==> src/rtl/branch_redirect_unit_pkg.sv <==
// Shared definitions for the branch redirect unit: condition codes, FSM encoding, default widths.
// Also imported by any later early-resolve logic that reuses branch_cond_eval.
package branch_redirect_unit_pkg;

   localparam int XLEN_DEF = 32;

   localparam logic [2:0] F3_BEQ = 3'b000;
   localparam logic [2:0] F3_BNE = 3'b001;
   localparam logic [2:0] F3_BLT = 3'b100;
   localparam logic [2:0] F3_BGE = 3'b101;

   typedef enum logic {
      IDLE     = 1'b0,
      REDIRECT = 1'b1
   } state_t;

endpackage

==> src/rtl/branch_redirect_unit_cond_eval.sv <==
// Combinational taken decode from funct3 and the ALU zero/pos flags.
// Undefined condition codes resolve as not taken.
module branch_cond_eval
   import branch_redirect_unit_pkg::*;
(
   input  logic [2:0] funct3,
   input  logic       zero,
   input  logic       pos,
   output logic       taken
);

   always_comb begin
      taken = 1'b0;
      case (funct3)
         F3_BEQ:  taken = zero;
         F3_BNE:  taken = ~zero;
         F3_BLT:  taken = ~pos & ~zero;
         F3_BGE:  taken = pos | zero;
         default: taken = 1'b0;
      endcase
   end

endmodule

==> src/rtl/branch_redirect_unit.sv <==
// Registered branch resolve: holds a redirect to fetch under valid/ready and flushes IF/ID, ID/EX until accepted.
// Optional saturating branch/taken counters when BRANCH_STATS_EN is defined.
module branch_redirect_unit
   import branch_redirect_unit_pkg::*;
#(
   parameter int XLEN   = XLEN_DEF,
   parameter int STAT_W = 32
) (
   input  logic            clk,
   input  logic            rst_n,
   input  logic            ex_valid,
   input  logic            ex_stall,
   input  logic            branch,
   input  logic [2:0]      funct3,
   input  logic            zero,
   input  logic            pos,
   input  logic [XLEN-1:0] ex_pc,
   input  logic [XLEN-1:0] ex_imm,
   input  logic            if_ready,
   output logic            redirect_valid,
   output logic [XLEN-1:0] redirect_pc,
   output logic            flush_ifid,
   output logic            flush_idex,
   output logic            busy,
   output logic            misalign
`ifdef BRANCH_STATS_EN
   ,
   output logic [STAT_W-1:0] stat_branches,
   output logic [STAT_W-1:0] stat_taken
`endif
);

   state_t          state, state_next;
   logic            taken;
   logic            eval;
   logic [XLEN-1:0] target;
   logic [XLEN-1:0] pc_q;
   logic            misalign_q;

   branch_cond_eval u_cond_eval (
      .funct3 (funct3),
      .zero   (zero),
      .pos    (pos),
      .taken  (taken)
   );

   // EX inputs are wrong-path while a redirect is pending, so evaluation is gated on IDLE.
   assign eval   = ex_valid & branch & ~ex_stall & (state == IDLE);
   assign target = ex_pc + ex_imm;

   always_comb begin
      state_next = state;
      case (state)
         IDLE:     if (eval && taken) state_next = REDIRECT;
         REDIRECT: if (if_ready)      state_next = IDLE;
         default:  state_next = IDLE;
      endcase
   end

   always_ff @(posedge clk or negedge rst_n) begin
      if (!rst_n) state <= IDLE;
      else        state <= state_next;
   end

   // redirect_pc only loads from IDLE, so it is stable for the whole REDIRECT hold.
   always_ff @(posedge clk or negedge rst_n) begin
      if (!rst_n) begin
         pc_q       <= '0;
         misalign_q <= 1'b0;
      end else begin
         misalign_q <= 1'b0;
         if (eval && taken) begin
            pc_q       <= {target[XLEN-1:1], 1'b0};
            misalign_q <= target[1];
         end
      end
   end

   assign redirect_valid = (state == REDIRECT);
   assign busy           = (state == REDIRECT);
   assign flush_ifid     = (state == REDIRECT);
   assign flush_idex     = (state == REDIRECT);
   assign redirect_pc    = pc_q;
   assign misalign       = misalign_q;

`ifdef BRANCH_STATS_EN
   localparam logic [STAT_W-1:0] STAT_ONE = {{(STAT_W-1){1'b0}}, 1'b1};
   logic [STAT_W-1:0] br_cnt, tk_cnt;

   always_ff @(posedge clk or negedge rst_n) begin
      if (!rst_n) begin
         br_cnt <= '0;
         tk_cnt <= '0;
      end else begin
         if (eval && (br_cnt != '1))          br_cnt <= br_cnt + STAT_ONE;
         if (eval && taken && (tk_cnt != '1)) tk_cnt <= tk_cnt + STAT_ONE;
      end
   end

   assign stat_branches = br_cnt;
   assign stat_taken    = tk_cnt;
`endif

endmodule

==> config.mk <==
export PLATFORM = sky130hd
export DESIGN_NAME = branch_redirect_unit
export DESIGN_NICKNAME = d
export VERILOG_FILES = /design/src/rtl/branch_redirect_unit_pkg.sv /design/src/rtl/branch_redirect_unit_cond_eval.sv /design/src/rtl/branch_redirect_unit.sv
export SDC_FILE = /design/constraint.sdc
export NUM_CORES = 1
export LEC_CHECK = 0
export CORE_UTILIZATION = 44
export DETAILED_ROUTE_END_ITERATION = 10
export PLACE_DENSITY = 0.81
export SLEW_MARGIN = 20
export SYNTH_ARGS = -nofsm -noshare
export SYNTH_HDL_FRONTEND = slang
export SYNTH_SLANG_ARGS = --single-unit
==> constraint.sdc <==
create_clock -name clk -period 1.78 [get_ports clk]
set_clock_uncertainty 0.15 [all_clocks]
set_input_delay 0.267 -clock clk [delete_from_list [all_inputs] [get_ports clk]]
set_output_delay 0.267 -clock clk [all_outputs]
set_load 0.02 [all_outputs]
* Word-level counts from Yosys, hierarchy flattened
Index checks and enable logic that the tools add are counted.
** Word-level totals
- Output and inout port bits :: 37
- Input port bits :: 75
- Bits in registers :: 33
** Cells by class
- Mux-type cells :: 5
- Bitwise operators :: 9
- Equality and inequality tests :: 3
- Reduce and logical (&&, ||, !) cells :: 2
- Add/sub/neg operators :: 1
** Operators by type and width (count)
- adder 32 bit :: 1
- equality test 3 bit (second input constant) :: 2
- bitwise AND 1 bit :: 4
- inverter 1 bit :: 4
- one-hot mux 1 bit (4 select lines) :: 1
- equality test 3 x 1 -> 1 bit (second input constant) :: 1
- zero test 3 bit :: 1
- two-way mux 1 bit :: 3
- one-hot mux 1 bit (2 select lines) :: 1
- logical AND 1 bit :: 1
- bitwise OR 1 bit :: 1

* Depth between registers and ports, before layout
- Depth after elaboration :: 6
- Gate-level depth with buffers :: 10

* By module
Synthesis repeated with hierarchy kept, for this count alone.
** Unflattened totals
- Cell total of the unflattened synthesis :: 366
- Area total of the unflattened synthesis :: 2995.4 um^2
** By module, submodules not included
- branch_redirect_unit :: seq. area each 825.8 um^2, cells each 361, area an instance 2952.8 um^2, instances 1
- branch_cond_eval :: seq. area each 0.0 um^2, cells each 5, area an instance 42.5 um^2, instances 1

* Least setup slack after synthesis
Ideal clock, no wire load.
- Path type :: input -> register
- Start point :: input port ex_pc[0]
- End point :: register pc_q[30], in the netlist redirect_pc[30]
- Setup slack :: -0.800 ns
- Cell stages on the path :: 10
- Required time :: 1.535 ns
- Arrival time :: 2.334 ns
- Cells stage by stage :: and2_1 -> fa_1 -> a21o_1 -> a21oi_1 -> o211ai_1 -> a31oi_1 -> a211oi_2 -> o311a_1 -> o21a_1 -> o31ai_1
** Between the ends
- Cells in the longest elaborated chain, start to end :: 1
** Ends and longest elaborated chain
- start: declaration :: line branch_redirect_unit.sv:17 : input logic [XLEN-1:0] ex_pc,
- adder 32 bit :: line branch_redirect_unit.sv:49 : assign target = ex_pc + ex_imm;
- end signal: assignment :: line branch_redirect_unit.sv:73 : pc_q <= {target[XLEN-1:1], 1'b0};
- end: declaration :: line branch_redirect_unit.sv:37 : logic [XLEN-1:0] pc_q;
Every way passes these cells.
A chain may end at the register's enable or synchronous reset.

* Final worst setup path
- Start point :: input port ex_imm[0]
- End point :: register pc_q[24], in the netlist redirect_pc[24]
** Between the ends
- Cells in the longest elaborated chain, start to end :: 1
** Ends and longest elaborated chain
- start: declaration :: line branch_redirect_unit.sv:18 : input logic [XLEN-1:0] ex_imm,
- adder 32 bit :: line branch_redirect_unit.sv:49
Every way passes these cells.

==> metrics.cfg <==
[power_and_ir_drop]
powerDensity_mw_per_mm2 = 830
p_seq_share_pct = 25.3
p_sw_share_pct = 44.3
combPwrFrac_pct = 61.2
vdd_drop_max_mv = 0.805
switchingPower_uw = 2090
leakagePower_uw = 0.00259
p_int_uw = 2630
p_clk_share_pct = 13.5

[detailed_routing]
drtAntennaViolNets = 0
drt_first_pass_iters = 11
vias = 4243
drtIter0Drc = 593
vias_per_cell = 6.81
wl_um = 17400
drcViolationCount = 1
routedWlPerCell_um = 27.9

[synthesis]
ys.flop_type = dfrtp_1
yosysMostFrequentCell = nand2_1
synth_area_leaders = dfrtp_1 (29%), ha_1 (13%), nand2_1 (6.8%)
yosys.area.top_type_share_pct = 29.5
synth_top_area_cell = dfrtp_1
synth_seq_cells = 33
async_reset_ff_share_pct = 100
syn_inst = 334
ys_types = 53
synth_seq_area_share_pct = 29.5
syn-num-nets = 440
synth_edf_count = 0
avgSynthCellArea_sq_um = 8.40
synth_common_cells = nand2_1 (51), dfrtp_1 (33), ha_1 (30)
syn-cell-area_sq_mm = 0.00280
synth_warnings = 0

[worst_setup_path]
critical_path_arrival_ns = 2.88
cp-start-kind = primary input
end_kind = flop
worstReg2RegEnd = redirect_pc[10]
r2r-start = busy
critPathBufInv = 2
cpPeakStageDelay_ns = 0.40
path_delay_family = compound AO/OA/AOI/OAI gates
worstSetupEndpoint = redirect_pc[24]
critPathKind = in -> reg
cp_num_cells = 12
slowest_stage = a211o_1
reg2reg_slack_ns = 0.02
crit_chain = buf_6 -> and2_4 -> fa_2 -> a21o_1 -> a21oi_2 -> o211ai_1 -> a211o_1 -> a211oi_2 -> buf_4 -> a31oi_1 -> xnor2_1 -> o21ai_1
critPathRequiredTime_ns = 1.81
startpoint = ex_imm[0]
critPathMaxFanout = 4
reg2reg_depth = 4

[floorplan]
dieWidth_um = 81.8
start_util_pct = 46.5
core_area_sq_mm = 0.00603
die_area_sq_mm = 0.00670
die_height_um = 81.8
io_pins = 112
rows = 28

[global_route]
antenna_found_initial = 0
grt_pass1_vias = 3979
grt_usage_pct = 39.4
grt_max_degree = 34
grt_pass1_wl_um = 19600
grt_overflow = 0

[clocking]
path_clk_slew_ns = 0.09
cts_buffers = 5
clock_latency_ns = 0.30
h-tree-depth = 2
root_buffer = clkbuf_8
cts_tree = built
clock_path_buffers = 2
cts.sinks = 33
cts_hold_buf = 0

[worst_hold_path]
hold_path_class = in -> async

[timing]
finalCritPeriodShare_pct = 160
fin_crit_ns = 2.85
fmax_mhz = 351
rsz0062_at_grt = yes
finalSetupViolations = 32
finalMaxSlewViolations = 0
finalWorstSetupSlack_ns = -1.07
hold_viol_final = 0
tightest_slew_ns = 0.650
max-slew-margin-rel_pct = 56.2

[flow_run]
maxCapViolCount = 0

[run_status]
status = finished with violations
violations = design-rule violations, negative setup slack

[finish]
multi_input_area_sq_mm = 0.00266
drive_above_1_share_pct = 48.9
nFillCells = 176
regArea_sq_um = 826
syn_to_final_growth_pct = 103
final_nets = 653
final_cell_count_no_fill = 623
antenna-diode-count = 0
fin_util_pct = 94.4

[placed_design]
port_buffers = 110
hpwl_um = 7090
finalWeightedCongestion = 0.923
dp.cells = 580

[worst reg2reg max path: cells and delay by family (launching register included)]
kind                   cells  cell delay, ns
and+or+nand+nor            2            0.60
buffers and inverters      1            0.20
DFF                        1            0.40
muxes                      1            0.30
[worst min path at each step]
stage / from / endpoint / cells past startpoint
final: rst_n / redirect_pc[29] / 2
after global routing: rst_n / redirect_pc[13] / 2
after CTS: rst_n / redirect_pc[26] / 2
after detailed placement: redirect_pc[4] / redirect_pc[4] / 2
after global placement: redirect_pc[25] / redirect_pc[25] / 2
after floorplan: rst_n / busy / 0
[registers in the layout (all words and copies together) (netlist names)]
| signal | cells |
|---|---|
| misalign | 1 |
| busy | 1 |
| redirect_pc | 31 |
[repair_timing]
action / in CTS / in global routing
buffers inserted: 26 / 15
pin swaps: 97 / 57
resized for setup: 283 / 71
endpoints found under the setup margin: 28 / 35
cloned: 0 / 2
[kinds of logic (layout without fill, tap and decap cells)]
group | after synthesis | after routing | synth area share, %
flops | 33 | 33 | 29.5
xor+xnor | 28 | 28 | 8.75
other cells | 1 | 1 | 0.134
compound gates | 115 | 115 | 26.5
mux | 2 | 2 | 0.759
buf+inv | 23 | 237 | 4.15
fa+ha+maj | 31 | 31 | 14.1
simple gates | 101 | 101 | 16.2
[per-layer routing]
| layer | GRT usage, % | vias to the layer above | share of wire [%] |
|---|---|---|---|
| met5 | 0 | - | 0 |
| met4 | 26.0 | 0 | 11 |
| met3 | 7.67 | 210 | 13 |
| met2 | 69.9 | 478 | 44 |
| met1 | 42.2 | 1923 | 31 |
| li1 | - | 1632 | - |
[per-stage QoR]
stage          power, uW  setup WS, ns  setup TNS (ns)  hold slack (ns)  instance area (sq um)
6_report            4720         -1.07          -14.96            0.231                   5690
5_1_grt             4840         -1.22          -17.01            0.276                   5690
4_1_cts             4050        -0.691           -7.85            0.258                   5230
3_5_place_dp        3260         -1.23          -25.03            0.320                   4590
3_3_place_gp        3180         -1.23          -23.90            0.314                   4590
2_1_floorplan       2170        -0.680           -7.51           -0.179                   2910
[layout make-up]
class,instances,share of cell area (%)
multi-input cells,278,46.8
repair buffers,222,35.0
flip-flops and latches,33,14.5
well taps,75,1.65
clock buffers,5,1.21
inverters,7,0.462
clock inverters,3,0.308
[cells in the final DEF, fill, tap and decap left out, types with 8 or more instances in the layout]
cell	synthesis	routed
nand2_1	51	42
clkdlybuf4s50_1	0	52
a21o_1	8	8
ha_4	0	24
a21oi_1	26	10
dfrtp_1	33	33
buf_4	5	89
a21oi_2	0	10
o21ai_2	0	10
buf_6	1	37
xnor2_1	18	11
buf_2	3	23
nor2_1	19	14
o21ai_1	17	24
[power groups by stage]
stage / Sequential [uW] / Combinational (uW) / Clock (uW)
finish: 1190 / 2890 / 639
global route: 1190 / 2990 / 650
CTS: 1130 / 2340 / 584
detailed placement: 1140 / 2110 / 0
global placement: 1130 / 2050 / 0
floorplan: 1430 / 733 / 0
Power figures use the tool's default switching activity.
